--- src/rtl/walk_register.sv ---
// Sticky pedestrian walk-request latch with a one-cycle set strobe and a
// saturating diagnostic count of requests accepted since the last clear.
module walk_register #(
  parameter int EDGE_DETECT = 1,
  parameter int CNT_W       = 4
) (
  input  logic             clk,
  input  logic             WR_Reset,
  input  logic             WR_Sync,
  output logic             WR,
  output logic             WR_Set,
  output logic [CNT_W-1:0] WR_Count
);

  logic             r_wr;
  logic             r_set;
  logic [CNT_W-1:0] r_cnt;
  logic             w_req;
  logic             w_cnt_max;

  generate
    if (EDGE_DETECT != 0) begin : g_edge
      // History clears with reset, so a level already high at release counts as an edge.
      logic r_sync_d;

      always_ff @(posedge clk or posedge WR_Reset) begin
        if (WR_Reset) begin
          r_sync_d <= 1'b0;
        end else begin
          r_sync_d <= WR_Sync;
        end
      end

      assign w_req = WR_Sync & ~r_sync_d;
    end else begin : g_level
      assign w_req = WR_Sync;
    end
  endgenerate

  assign w_cnt_max = &r_cnt;

  always_ff @(posedge clk or posedge WR_Reset) begin
    if (WR_Reset) begin
      r_wr  <= 1'b0;
      r_set <= 1'b0;
      r_cnt <= '0;
    end else begin
      r_wr  <= r_wr | w_req;
      r_set <= w_req & ~r_wr;
      if (w_req && !w_cnt_max) begin
        r_cnt <= r_cnt + CNT_W'(1);
      end
    end
  end

  assign WR       = r_wr;
  assign WR_Set   = r_set;
  assign WR_Count = r_cnt;

endmodule

--- config.mk ---
export PLATFORM = sky130hd
export DESIGN_NAME = walk_register
export DESIGN_NICKNAME = d
export VERILOG_FILES = /design/src/rtl/walk_register.sv
export SDC_FILE = /design/constraint.sdc
export NUM_CORES = 1
export LEC_CHECK = 0
export BUFFER_PORTS_ARGS = -buffer_cell sky130_fd_sc_hd__buf_4
export CAP_MARGIN = 10
export CORE_AREA = 4 4 41 43
export CTS_BUF_LIST = sky130_fd_sc_hd__clkbuf_4 sky130_fd_sc_hd__clkbuf_8
export DETAILED_ROUTE_END_ITERATION = 10
export DIE_AREA = 0 0 45 47
export PLACE_DENSITY_LB_ADDON = 0.2
export SYNTH_ARGS = -nofsm -noshare
export SYNTH_HDL_FRONTEND = slang
export SYNTH_SLANG_ARGS = --single-unit
export TNS_END_PERCENT = 10
--- constraint.sdc ---
create_clock -name clk -period 4.2 [get_ports clk]
set_clock_uncertainty 0.2 [all_clocks]
set_input_delay 1.26 -clock clk [delete_from_list [all_inputs] [get_ports clk]]
set_output_delay 1.26 -clock clk [all_outputs]
set_load 0.03 [all_outputs]
**Word level (Yosys, flattened, before mapping)**

Index checks and enable logic that the tools add are counted.

- Output and inout port bits: 6
- Input bits: 3
- Logic and storage cells: 13
- Register bits: 7

- $add $sub $neg: 1
- Bitwise gates (word level): 5
- Reduce and logical (&&, ||, !) cells: 3

Operators by type and width:

| cell | count |
|---|---|
| 4-bit by 1-bit adder with 4-bit output (second input constant) | 1 |
| 4-bit AND reduction | 1 |
| 1-bit AND | 2 |
| 1-bit inverter | 2 |
| 1-bit logical AND | 1 |
| 1-bit zero test | 1 |
| 1-bit bitwise OR | 1 |

**Longest topological paths before layout**

Gate-level depths: netlist (run 1).

- Depth after elaboration: 3
- Mapped depth: 4
- Gate-level depth less buffers: 4

**Worst setup path after synthesis (run 1)**

No wires, ideal clock.

- Kind: input port to flip-flop
- Start: input WR_Sync
- End: register r_cnt[3], in the netlist WR_Count[3]
- Library setup time: 0.125 ns
- Required time: 3.875 ns
- Stages on the path: 3
- Buffers on the path: 0
- Data arrival time: 1.843 ns
- Path slack: 2.032 ns
- Path through: nor2b_4 > nand4_2 > mux2_4

- Longest elaborated chain between the ends: 2

Ends and longest elaborated chain:

| what | RTL line | source |
|---|---|---|
| start, declared | 9 | `input logic WR_Sync,` |
| 1-bit AND | 34 | `assign w_req = WR_Sync & ~r_sync_d;` |
| 1-bit logical AND | 50 | `if (w_req && !w_cnt_max) begin` |
| end signal, assigned | 51 | `r_cnt <= r_cnt + CNT_W'(1);` |
| end, declared | 17 | `logic [CNT_W-1:0] r_cnt;` |

Every way passes these cells.
A chain may end at the register's enable or synchronous reset.

**Worst setup path in the final report (run 1)**

- Start: register r_cnt[3], in the netlist WR_Count[3]
- End: output WR_Count[3]

RTL lines:

| what | RTL line | source |
|---|---|---|
| end, declared | 12 | `output logic [CNT_W-1:0] WR_Count` |

No word-level cell between the ends.

==> results of run 1 <==
==> stage by stage <==
step / instance area [um^2] / setup slack, ns
3_5_place_dp: 380.4 / 1.894
2_1_floorplan: 301.5 / 2.032
4_1_cts: 410.4 / 1.859
5_1_grt: 410.4 / 1.834
6_report: 410.4 / 1.871
3_3_place_gp: 380.4 / 1.910
==> per-layer routing <==
metal  global-route usage  vias up  wire, um
met5                    0        -         0
met4              0.07018        0         6
met3              0.03448        2        65
met2              0.07910        9       194
met1              0.07639      100       251
li1                     -       98         -
==> final cells by class <==
type                    count  area (um^2)  share of cell area
repair buffers              8        60.06              0.1463
well taps                  15        18.77             0.04573
multi-input cells          14        122.6              0.2988
flip-flops and latches      7        175.2              0.4268
clock buffers               4        30.03             0.07317
inverters                   1        3.754            0.009146
==> sequential cells by signal, summed over array words and instances (netlist names) <==
register	count
g_edge.r_sync_d	1
WR_Count	4
WR	1
WR_Set	1
==> power by group <==
group / switching [W] / internal [W]
combinational: 0.0000665 / 0.0000609
sequential: 0.0000287 / 0.0000878
clock: 0.0000236 / 0.0000426
==> placed cells by master, fill, tap and decap left out <==
master | netlist | final
sky130_fd_sc_hd__inv_1 | 1 | 1
sky130_fd_sc_hd__xnor2_1 | 1 | 1
sky130_fd_sc_hd__nand2b_1 | 1 | 1
sky130_fd_sc_hd__mux2_4 | 2 | 2
sky130_fd_sc_hd__buf_4 | 0 | 8
sky130_fd_sc_hd__nor2b_4 | 1 | 1
sky130_fd_sc_hd__clkbuf_4 | 0 | 4
sky130_fd_sc_hd__or2_2 | 1 | 1
sky130_fd_sc_hd__a31oi_1 | 1 | 1
sky130_fd_sc_hd__dfrtp_1 | 7 | 7
sky130_fd_sc_hd__nand2_1 | 1 | 1
sky130_fd_sc_hd__ha_1 | 1 | 1
sky130_fd_sc_hd__a21oi_1 | 1 | 1
sky130_fd_sc_hd__nand4_2 | 1 | 1
sky130_fd_sc_hd__nand3_1 | 1 | 1
sky130_fd_sc_hd__nor2b_1 | 2 | 2
==> synth_stat cells, drive strengths merged <==
cell / instances
a31oi: 1
xnor2: 1
mux2: 2
dfrtp: 7
nand2b: 1
ha: 1
a21oi: 1
nor2b: 3
nand3: 1
nand4: 1
or2: 1
nand2: 1
inv: 1
==> final timing paths <==
check	startpoint	end	slack, ns	cells after the start
min in group asynchronous	WR_Reset	WR_Count[2]	0.74	2
max	WR_Count[3]	WR_Count[3]	1.87	1
min reg2reg	WR	WR_Set	0.25	1
max reg2reg	WR_Count[0]	WR_Count[1]	2.70	4
min	WR	WR_Set	0.25	1
max in group asynchronous	WR_Reset	WR_Count[0]	2.85	2
==> kinds of logic after synthesis <==
group / Yosys count / synth area share
xor+xnor: 1 / 0.02905
mux: 2 / 0.09959
compound gates: 2 / 0.03734
simple gates: 8 / 0.1991
flops: 7 / 0.5809
fa+ha+maj: 1 / 0.04149
buf+inv: 1 / 0.01244
==> out/summary.json, run 1 <==
{
  "status": {"value": "complete, no violations"},
  "slew_violations": {"value": 0},
  "floorplan.io_pins": {"value": 9},
  "ctsHoldBuffers": {"value": 0},
  "required_time_of_the_critical_path": {"value": 2.74, "unit": "ns"},
  "rows": {"value": 13},
  "crit_path_end_kind": {"value": "primary output"},
  "max_stage_delay": {"value": 0.43, "unit": "ns"},
  "report.power.total": {"value": 0.0003102, "unit": "W"},
  "final.fill_count": {"value": 146},
  "slew_headroom": {"value": 0.8250},
  "cap_viol_max_count": {"value": 0},
  "synth_area_leaders": {"value": "sky130_fd_sc_hd__dfrtp_1, sky130_fd_sc_hd__mux2_4, sky130_fd_sc_hd__nor2b_4, sky130_fd_sc_hd__ha_1, sky130_fd_sc_hd__nand4_2"},
  "chipHeight": {"value": 47, "unit": "um"},
  "global_route_wire_length_before_repair": {"value": 883, "unit": "um"},
  "finish.utilization": {"value": 0.3154},
  "hold_slack": {"value": 0.2492, "unit": "ns"},
  "vias": {"value": 209},
  "post_cts_resize_count": {"value": 0},
  "layout_min_cycle_time": {"value": 2.329, "unit": "ns"},
  "netlist.area_leader.share": {"value": 0.5809},
  "layout-area-overhead-vs-synth": {"value": 36.10, "unit": "%"},
  "post_synth_instance_area": {"value": 301.5, "unit": "um^2"},
  "antenna_found_initial": {"value": 0},
  "yosysWarnings": {"value": 0},
  "setup_viol_count_final": {"value": 0},
  "setup.worst_path.start_class": {"value": "flip-flop"},
  "critical-path-slowest-cell": {"value": "sky130_fd_sc_hd__dfrtp_1"},
  "final-hold-violation-count": {"value": 0},
  "gp_congestion": {"value": 0.7671},
  "post_synth.cell_area_avg": {"value": 13.71, "unit": "um^2"},
  "die_area": {"value": 2115, "unit": "um^2"},
  "peakVddDrop": {"value": 0.2925, "unit": "mV"},
  "clock-sinks": {"value": 7},
  "netlist.top_cell.by_area": {"value": "sky130_fd_sc_hd__dfrtp_1"},
  "gr-usage-all-layers": {"value": 0.06518},
  "power.density": {"value": 756.0, "unit": "nW/um^2"},
  "max_freq": {"value": 429.4, "unit": "MHz"},
  "worst_ep_arrival_time": {"value": 0.87, "unit": "ns"},
  "cts.repair_timing.setup_buffer_count": {"value": 0},
  "clock_tree_from_tritoncts": {"value": "built"},
  "die_w": {"value": 45, "unit": "um"},
  "layout-drive-gt1-share": {"value": 0.5000},
  "type_of_the_worst_setup_path": {"value": "reg -> out"},
  "cts_buffers": {"value": 3},
  "mappedNetlistNets": {"value": 26},
  "cts-root-buf": {"value": "sky130_fd_sc_hd__clkbuf_4"},
  "worst_setup_hold_path_clk_slew": {"value": 0.05, "unit": "ns"},
  "cp_cell_sequence": {"value": "buf_4"},
  "globalRouteOverflowTotal": {"value": 0},
  "static_leak": {"value": 0.1966, "unit": "nW"},
  "grt_start_max_net_pins": {"value": 8},
  "setup_tns_final": {"value": 0, "unit": "ns"},
  "clkLatencyLatePin": {"value": 0.25, "unit": "ns"},
  "cts_max_path_buffers": {"value": 2},
  "antenna_diode_count": {"value": 0},
  "core_area": {"value": 1301, "unit": "um^2"},
  "buffers_inverters_on_critical_path": {"value": 1},
  "number_of_global_route_vias_before_repair": {"value": 216},
  "layout.nets": {"value": 39},
  "ys_seq_elements": {"value": 7},
  "max_slew.worst_pin.slew": {"value": 0.2622, "unit": "ns"},
  "synth.yosys.seq_area_share": {"value": 0.5809},
  "antenna_violating_nets_post_route": {"value": 0},
  "grt_setup_unrepaired": {"value": "no"},
  "first_iter_violations": {"value": 5},
  "worst_hold_path_type": {"value": "reg -> reg"},
  "path_delay_family": {"value": "flip-flops"},
  "synth.distinct_cells": {"value": 14},
  "portBuffers": {"value": 8},
  "placedCellCount": {"value": 45},
  "finalWirelength": {"value": 517, "unit": "um"},
  "postSynthCellCount": {"value": 22},
  "post_drt_wl_per_cell": {"value": 10.55, "unit": "um"},
  "detailed_place_hpwl": {"value": 405.5, "unit": "um"},
  "first_pass_iters": {"value": 3},
  "initial_utilization": {"value": 0.2317},
  "stdcell_count": {"value": 49},
  "route.detailed.vias_per_inst": {"value": 4.265},
  "clock_tree.htree_level_count": {"value": 1},
  "drc_errors": {"value": 0},
  "critical_path_peak_fanout": {"value": 5},
  "finalCritPeriodShare": {"value": 0.5545}
}
Note: power is estimated with default switching activity, not from simulation.
==> inputs of run 2 (changes only) <==
==> constraint.sdc (replaced) <==
create_clock -name clk -period 2.2 [get_ports clk]
set_clock_uncertainty 0.2 [all_clocks]
set_input_delay 0.66 -clock clk [delete_from_list [all_inputs] [get_ports clk]]
set_output_delay 0.66 -clock clk [all_outputs]
set_load 0.03 [all_outputs]
==> out/summary.json, run 2 (synthesis gave the netlist of run 1 again) <==
{
  "status": {"value": "complete, no violations", "change": "unchanged"},
  "vias": {"value": 211, "change": "was 209"},
  "worst_hold_path_type": {"value": "in -> async", "change": "was reg -> reg"},
  "rows": {"value": 13, "change": "unchanged"},
  "global_route_wire_length_before_repair": {"value": 966, "unit": "um", "change": "was 883 um"},
  "crit_path_end_kind": {"value": "primary output", "change": "unchanged"},
  "setup_tns_final": {"value": 0, "unit": "ns", "change": "unchanged"},
  "antenna_diode_count": {"value": 0, "change": "unchanged"},
  "portBuffers": {"value": 8, "change": "unchanged"},
  "cap_viol_max_count": {"value": 0, "change": "unchanged"},
  "ctsHoldBuffers": {"value": 0, "change": "unchanged"},
  "finalWirelength": {"value": 568, "unit": "um", "change": "was 517 um"},
  "clock-sinks": {"value": 7, "change": "unchanged"},
  "finalCritPeriodShare": {"value": 0.7881},
  "largest_register_ff_count": {"value": 4, "change": "unchanged"},
  "die_w": {"value": 45, "unit": "um", "change": "unchanged"},
  "post_cts_resize_count": {"value": 0, "change": "unchanged"},
  "slew_violations": {"value": 0, "change": "unchanged"},
  "initial_utilization": {"value": 0.2317, "change": "unchanged"},
  "type_of_the_worst_setup_path": {"value": "reg -> out", "change": "unchanged"},
  "max_slew.worst_pin.slew": {"value": 0.2815, "unit": "ns", "change": "was 0.2622 ns"},
  "power.density": {"value": 1454, "unit": "nW/um^2", "change": "was 756.0 nW/um^2"},
  "antenna_violating_nets_post_route": {"value": 0, "change": "unchanged"},
  "mostFrequentLayoutCells": {"value": "sky130_fd_sc_hd__buf_4, sky130_fd_sc_hd__dfrtp_1, sky130_fd_sc_hd__clkbuf_4", "change": "unchanged"},
  "peakVddDrop": {"value": 0.5971, "unit": "mV", "change": "was 0.2925 mV"},
  "max_freq": {"value": 576.8, "unit": "MHz"},
  "chipHeight": {"value": 47, "unit": "um", "change": "unchanged"},
  "buffers_inverters_on_critical_path": {"value": 1, "change": "unchanged"},
  "clkLatencyLatePin": {"value": 0.25, "unit": "ns", "change": "about the same"},
  "setup.worst_path.start_class": {"value": "flip-flop", "change": "unchanged"},
  "grt_setup_unrepaired": {"value": "no", "change": "unchanged"},
  "first_iter_violations": {"value": 0, "change": "was 5"},
  "stdcell_count": {"value": 49, "change": "unchanged"},
  "placedCellCount": {"value": 45, "change": "unchanged"},
  "slew_headroom": {"value": 0.8121, "change": "was 0.8250"},
  "post_drt_wl_per_cell": {"value": 11.59, "unit": "um", "change": "was 10.55 um"},
  "final-hold-violation-count": {"value": 0, "change": "unchanged"},
  "cts-root-buf": {"value": "sky130_fd_sc_hd__clkbuf_4", "change": "unchanged"},
  "critical-path-slowest-cell": {"value": "sky130_fd_sc_hd__dfrtp_1", "change": "unchanged"},
  "worst_setup_hold_path_clk_slew": {"value": 0.06, "unit": "ns", "change": "was 0.05 ns"},
  "gr-usage-all-layers": {"value": 0.07552, "change": "was 0.06518"},
  "drc_errors": {"value": 0, "change": "unchanged"},
  "layout.nets": {"value": 39, "change": "unchanged"},
  "static_leak": {"value": 0.1966, "unit": "nW", "change": "unchanged"},
  "cts_max_path_buffers": {"value": 2, "change": "unchanged"},
  "clock_tree.htree_level_count": {"value": 1, "change": "unchanged"},
  "critical_path_peak_fanout": {"value": 4, "change": "was 5"},
  "clock_tree_from_tritoncts": {"value": "built", "change": "unchanged"},
  "grt_start_max_net_pins": {"value": 8, "change": "unchanged"},
  "setup_viol_count_final": {"value": 0, "change": "unchanged"},
  "layout-area-overhead-vs-synth": {"value": 36.10, "unit": "%", "change": "unchanged"},
  "path_delay_family": {"value": "flip-flops", "change": "unchanged"},
  "layout_min_cycle_time": {"value": 1.734, "unit": "ns"},
  "floorplan.io_pins": {"value": 9, "change": "unchanged"},
  "cts_buffers": {"value": 3, "change": "unchanged"},
  "required_time_of_the_critical_path": {"value": 1.34, "unit": "ns", "change": "was 2.74 ns"},
  "globalRouteOverflowTotal": {"value": 0, "change": "unchanged"},
  "cts.repair_timing.setup_buffer_count": {"value": 0, "change": "unchanged"},
  "antenna_found_initial": {"value": 0, "change": "unchanged"},
  "max_stage_delay": {"value": 0.43, "unit": "ns", "change": "about the same"},
  "worst_ep_arrival_time": {"value": 0.87, "unit": "ns", "change": "about the same"},
  "number_of_global_route_vias_before_repair": {"value": 233, "change": "was 216"},
  "final.fill_count": {"value": 138, "change": "was 146"},
  "cp_cell_sequence": {"value": "buf_4", "change": "unchanged"},
  "layout.cells.most_common": {"value": "sky130_fd_sc_hd__buf_4", "change": "unchanged"},
  "die_area": {"value": 2115, "unit": "um^2", "change": "unchanged"},
  "first_pass_iters": {"value": 1, "change": "was 3"},
  "route.detailed.vias_per_inst": {"value": 4.306, "change": "was 4.265"},
  "core_area": {"value": 1301, "unit": "um^2", "change": "unchanged"},
  "gp_congestion": {"value": 0.7767, "change": "was 0.7671"},
  "layout-drive-gt1-share": {"value": 0.5000, "change": "unchanged"}
}
-- run 2: final cells by class --
| class | instances | area (um^2) | share of cell area |
|---|---|---|---|
| Clock buffer | 4 | 30.03 | 0.07317 |
| Inverter | 1 | 3.754 | 0.009146 |
| Multi-Input combinational cell | 14 | 122.6 | 0.2988 |
| Sequential cell | 7 | 175.2 | 0.4268 |
| Tap cell | 15 | 18.77 | 0.04573 |
| Timing Repair Buffer | 8 | 60.06 | 0.1463 |
-- run 2: worst paths after layout --
| kind | slack (ns) | depth (start not counted) | startpoint | end |
|---|---|---|---|---|
| setup / recovery | 0.47 | 1 | WR_Count[0] | WR_Count[0] |
| hold / removal | 0.14 | 2 | WR_Reset | g_edge.r_sync_d |
| setup reg to reg | 0.71 | 4 | WR_Count[0] | WR_Count[1] |
| hold reg to reg | 0.27 | 1 | WR | WR_Set |
| max in group asynchronous | 1.44 | 2 | WR_Reset | WR_Count[1] |
| min in group clk | 0.27 | 1 | WR | WR_Set |
-- run 2: through the flow --
step | setup WS, ns | utilization | hold WS, ns | total power [W] | instance area [um^2]
after floorplan | 0.5734 | - | 0.2634 | 0.0003840 | 301.5
after global placement | 0.5194 | 0.2923 | 0.2409 | 0.0004699 | 380.4
after detailed placement | 0.5079 | 0.2923 | 0.2702 | 0.0004690 | 380.4
after CTS | 0.4478 | 0.3154 | 0.1391 | 0.0006081 | 410.4
after global routing | 0.4115 | 0.3154 | 0.1582 | 0.0006395 | 410.4
final | 0.4662 | 0.3154 | 0.1385 | 0.0005966 | 410.4
-- run 2: worst register-to-register path, delay by kind of cell (launching register included) --
kind	cells	cell delay (ns)
muxes	1	0.31
DFF	1	0.43
and+or+nand+nor	2	0.19
adders and majority gates	1	0.26
-- run 2: per-layer routing --
metal,GRT usage,vias up,part of all wire
met5,0,-,0
met3,0.03831,4,0.11
li1,-,100,-
met1,0.08102,96,0.47
met4,0.1053,0,0.044
met2,0.09040,11,0.37
-- run 2: power breakdown --
part,total (W),internal (W),switching [W],leakage (nW)
logic,0.000245,0.000116,0.000129,0.0980
registers,0.000219,0.000168,0.0000517,0.0802
clock network,0.000132,0.0000817,0.0000506,0.0184
==> inputs of run 3 (changes only) <==
==> constraint.sdc (replaced) <==
create_clock -name clk -period 1.5 [get_ports clk]
set_clock_uncertainty 0.2 [all_clocks]
set_input_delay 0.45 -clock clk [delete_from_list [all_inputs] [get_ports clk]]
set_output_delay 0.45 -clock clk [all_outputs]
set_load 0.03 [all_outputs]
==> out/summary.json, run 3 (synthesis gave the netlist of run 1 again) <==
{
  "status": {"value": "complete, no violations", "change": "unchanged"},
  "timing.reg2reg.worst_path_depth": {"value": 4, "change": "unchanged"},
  "final-hold-violation-count": {"value": 0, "change": "unchanged"},
  "gp_congestion": {"value": 0.7347, "change": "was 0.7767"},
  "floorplan.io_pins": {"value": 9, "change": "unchanged"},
  "final.fill_count": {"value": 134, "change": "was 138"},
  "buffers_inverters_on_critical_path": {"value": 1, "change": "unchanged"},
  "hold_slack": {"value": 0.1121, "unit": "ns", "change": "was 0.1385 ns"},
  "global_route_wire_length_before_repair": {"value": 1097, "unit": "um", "change": "was 966 um"},
  "grt_setup_unrepaired": {"value": "yes", "change": "was no"},
  "chipHeight": {"value": 47, "unit": "um", "change": "unchanged"},
  "layout.nets": {"value": 44, "change": "was 39"},
  "max_freq": {"value": 672.6, "unit": "MHz"},
  "first_pass_iters": {"value": 3, "change": "was 1"},
  "required_time_of_the_critical_path": {"value": 0.85, "unit": "ns", "change": "was 1.34 ns"},
  "globalRouteOverflowTotal": {"value": 0, "change": "unchanged"},
  "gr-usage-all-layers": {"value": 0.08035, "change": "was 0.07552"},
  "setup_viol_count_final": {"value": 0, "change": "unchanged"},
  "rows": {"value": 13, "change": "unchanged"},
  "worst-r2r-setup-slack": {"value": 0.08, "unit": "ns", "change": "was 0.71 ns"},
  "critical_path_peak_fanout": {"value": 4, "change": "unchanged"},
  "cap_viol_max_count": {"value": 0, "change": "unchanged"},
  "min_path_cells": {"value": 1},
  "initial_utilization": {"value": 0.2317, "change": "unchanged"},
  "critical-path-slowest-cell": {"value": "sky130_fd_sc_hd__dfrtp_2", "change": "was sky130_fd_sc_hd__dfrtp_1"},
  "hold-path-endpoint": {"value": "g_edge.r_sync_d"},
  "slew_headroom": {"value": 0.8237, "change": "was 0.8121"},
  "clock_tree.htree_level_count": {"value": 1, "change": "unchanged"},
  "power.density": {"value": 2116, "unit": "nW/um^2", "change": "was 1454 nW/um^2"},
  "clkLatencyLatePin": {"value": 0.25, "unit": "ns", "change": "about the same"},
  "rr_endpoint": {"value": "WR_Count[1]", "change": "unchanged"},
  "grt_start_max_net_pins": {"value": 8, "change": "unchanged"},
  "stdcell_count": {"value": 54, "change": "was 49"},
  "static_leak": {"value": 0.2231, "unit": "nW", "change": "was 0.1966 nW"},
  "layout-drive-gt1-share": {"value": 0.6410, "change": "was 0.5000"},
  "layout_min_cycle_time": {"value": 1.487, "unit": "ns"},
  "mostFrequentLayoutCells": {"value": "sky130_fd_sc_hd__buf_4, sky130_fd_sc_hd__dfrtp_1, sky130_fd_sc_hd__clkbuf_4, sky130_fd_sc_hd__buf_6, sky130_fd_sc_hd__dfrtp_2", "change": "was sky130_fd_sc_hd__buf_4, sky130_fd_sc_hd__dfrtp_1, sky130_fd_sc_hd__clkbuf_4"},
  "clock-sinks": {"value": 7, "change": "unchanged"},
  "path_delay_family": {"value": "flip-flops", "change": "unchanged"},
  "worst_hold_path_type": {"value": "in -> reg", "change": "was in -> async"},
  "finalWirelength": {"value": 630, "unit": "um", "change": "was 568 um"},
  "worst_ep_arrival_time": {"value": 0.84, "unit": "ns", "change": "was 0.87 ns"},
  "cp_cell_sequence": {"value": "buf_6", "change": "was buf_4"},
  "r2r-start": {"value": "WR_Count[1]", "change": "was WR_Count[0]"},
  "max_stage_delay": {"value": 0.44, "unit": "ns", "change": "was 0.43 ns"},
  "max_slew.worst_pin.slew": {"value": 0.2641, "unit": "ns", "change": "was 0.2815 ns"},
  "route.detailed.vias_per_inst": {"value": 4.259, "change": "was 4.306"},
  "hp-start": {"value": "WR_Sync"},
  "slew_violations": {"value": 0, "change": "unchanged"},
  "placedCellCount": {"value": 46, "change": "was 45"},
  "design_area": {"value": 481.7, "unit": "um^2", "change": "was 410.4 um^2"},
  "dpl_cell_area": {"value": 402.9, "unit": "um^2", "change": "was 380.4 um^2"},
  "finalCritPeriodShare": {"value": 0.9912},
  "place_ws": {"value": 0.04302, "unit": "ns", "change": "was 0.5079 ns"},
  "die_w": {"value": 45, "unit": "um", "change": "unchanged"},
  "finish.utilization": {"value": 0.3702, "change": "was 0.3154"},
  "number_of_global_route_vias_before_repair": {"value": 259, "change": "was 233"},
  "detailed_place_hpwl": {"value": 442.6, "unit": "um"},
  "cts_buffers": {"value": 3, "change": "unchanged"},
  "crit_path_end_kind": {"value": "primary output", "change": "unchanged"},
  "type_of_the_worst_setup_path": {"value": "reg -> out", "change": "unchanged"},
  "layout-area-overhead-vs-synth": {"value": 59.75, "unit": "%", "change": "was 36.10%"},
  "drc_errors": {"value": 0, "change": "unchanged"},
  "setup.worst_path.start_class": {"value": "flip-flop", "change": "unchanged"},
  "worst_setup_hold_path_clk_slew": {"value": 0.05, "unit": "ns", "change": "was 0.06 ns"},
  "antenna_found_initial": {"value": 0, "change": "unchanged"},
  "portBuffers": {"value": 8, "change": "unchanged"},
  "final_worst_path_setup_slack": {"value": 0.01321, "unit": "ns", "change": "was 0.4662 ns"},
  "clock_tree_from_tritoncts": {"value": "built", "change": "unchanged"},
  "layout.cells.most_common": {"value": "sky130_fd_sc_hd__buf_4", "change": "unchanged"},
  "largest_register_ff_count": {"value": 4, "change": "unchanged"},
  "core_area": {"value": 1301, "unit": "um^2", "change": "unchanged"},
  "cts-root-buf": {"value": "sky130_fd_sc_hd__clkbuf_4", "change": "unchanged"},
  "antenna_violating_nets_post_route": {"value": 0, "change": "unchanged"},
  "peakVddDrop": {"value": 0.8033, "unit": "mV", "change": "was 0.5971 mV"},
  "cts_max_path_buffers": {"value": 2, "change": "unchanged"},
  "post_drt_wl_per_cell": {"value": 11.67, "unit": "um", "change": "was 11.59 um"},
  "antenna_diode_count": {"value": 0, "change": "unchanged"},
  "die_area": {"value": 2115, "unit": "um^2", "change": "unchanged"},
  "vias": {"value": 230, "change": "was 211"},
  "first_iter_violations": {"value": 3, "change": "was 0"}
}
## run 3: repair_timing
item / 4_1_cts / 5_1_grt
setup endpoints to repair: 4 / 4
buffers inserted: 3 / 0
hold buffers: 1 / 0
hold endpoints to repair: 7 / 0
resized for setup: 3 / 2
pin swaps: 0 / 0
## run 3: per-stage QoR
| step | TNS, ns | total power (W) |
|---|---|---|
| 2_1_floorplan | 0 | 0.0005953 |
| 3_3_place_gp | 0 | 0.0007165 |
| 3_5_place_dp | 0 | 0.0007296 |
| 4_1_cts | 0 | 0.001022 |
| 5_1_grt | -0.02972 | 0.001089 |
| 6_report | 0 | 0.001020 |
## run 3: cell type report
type	count	area, um^2	area share
inverter	1	3.754	0.007792
tap	15	18.77	0.03896
sequential	7	178.9	0.3714
multi-input combinational	14	135.1	0.2805
timing repair buffer	13	115.1	0.2390
clock buffer	4	30.03	0.06234
## run 3: layer usage
layer  global-route usage  share of wire  vias up  routed length (um)
li1                     -              -      109                   -
met1              0.07657           0.39      109                 247
met2               0.1186           0.47       10                 299
met3              0.07663           0.12        2                  77
met4              0.03509         0.0095        0                   6
met5                    0              0        -                   0
## run 3: worst max path at each step
| stage | start | end | slack, ns | depth (start not counted) |
|---|---|---|---|---|
| finish | WR_Count[1] | WR_Count[1] | 0.01 | 1 |
| detailed placement | WR_Sync | WR_Count[3] | 0.04 | 4 |
| CTS | WR_Count[0] | WR_Count[0] | 0.005 | 1 |
| floorplan | WR_Count[0] | WR_Count[1] | 0.02 | 4 |
| global placement | WR_Sync | WR_Count[3] | 0.05 | 4 |
| global route | WR_Count[1] | WR_Count[1] | -0.01 | 1 |
## run 3: report_power, final
group          internal, W  switching, W
sequential        0.000254     0.0000735
combinational     0.000272      0.000229
clock             0.000120     0.0000707
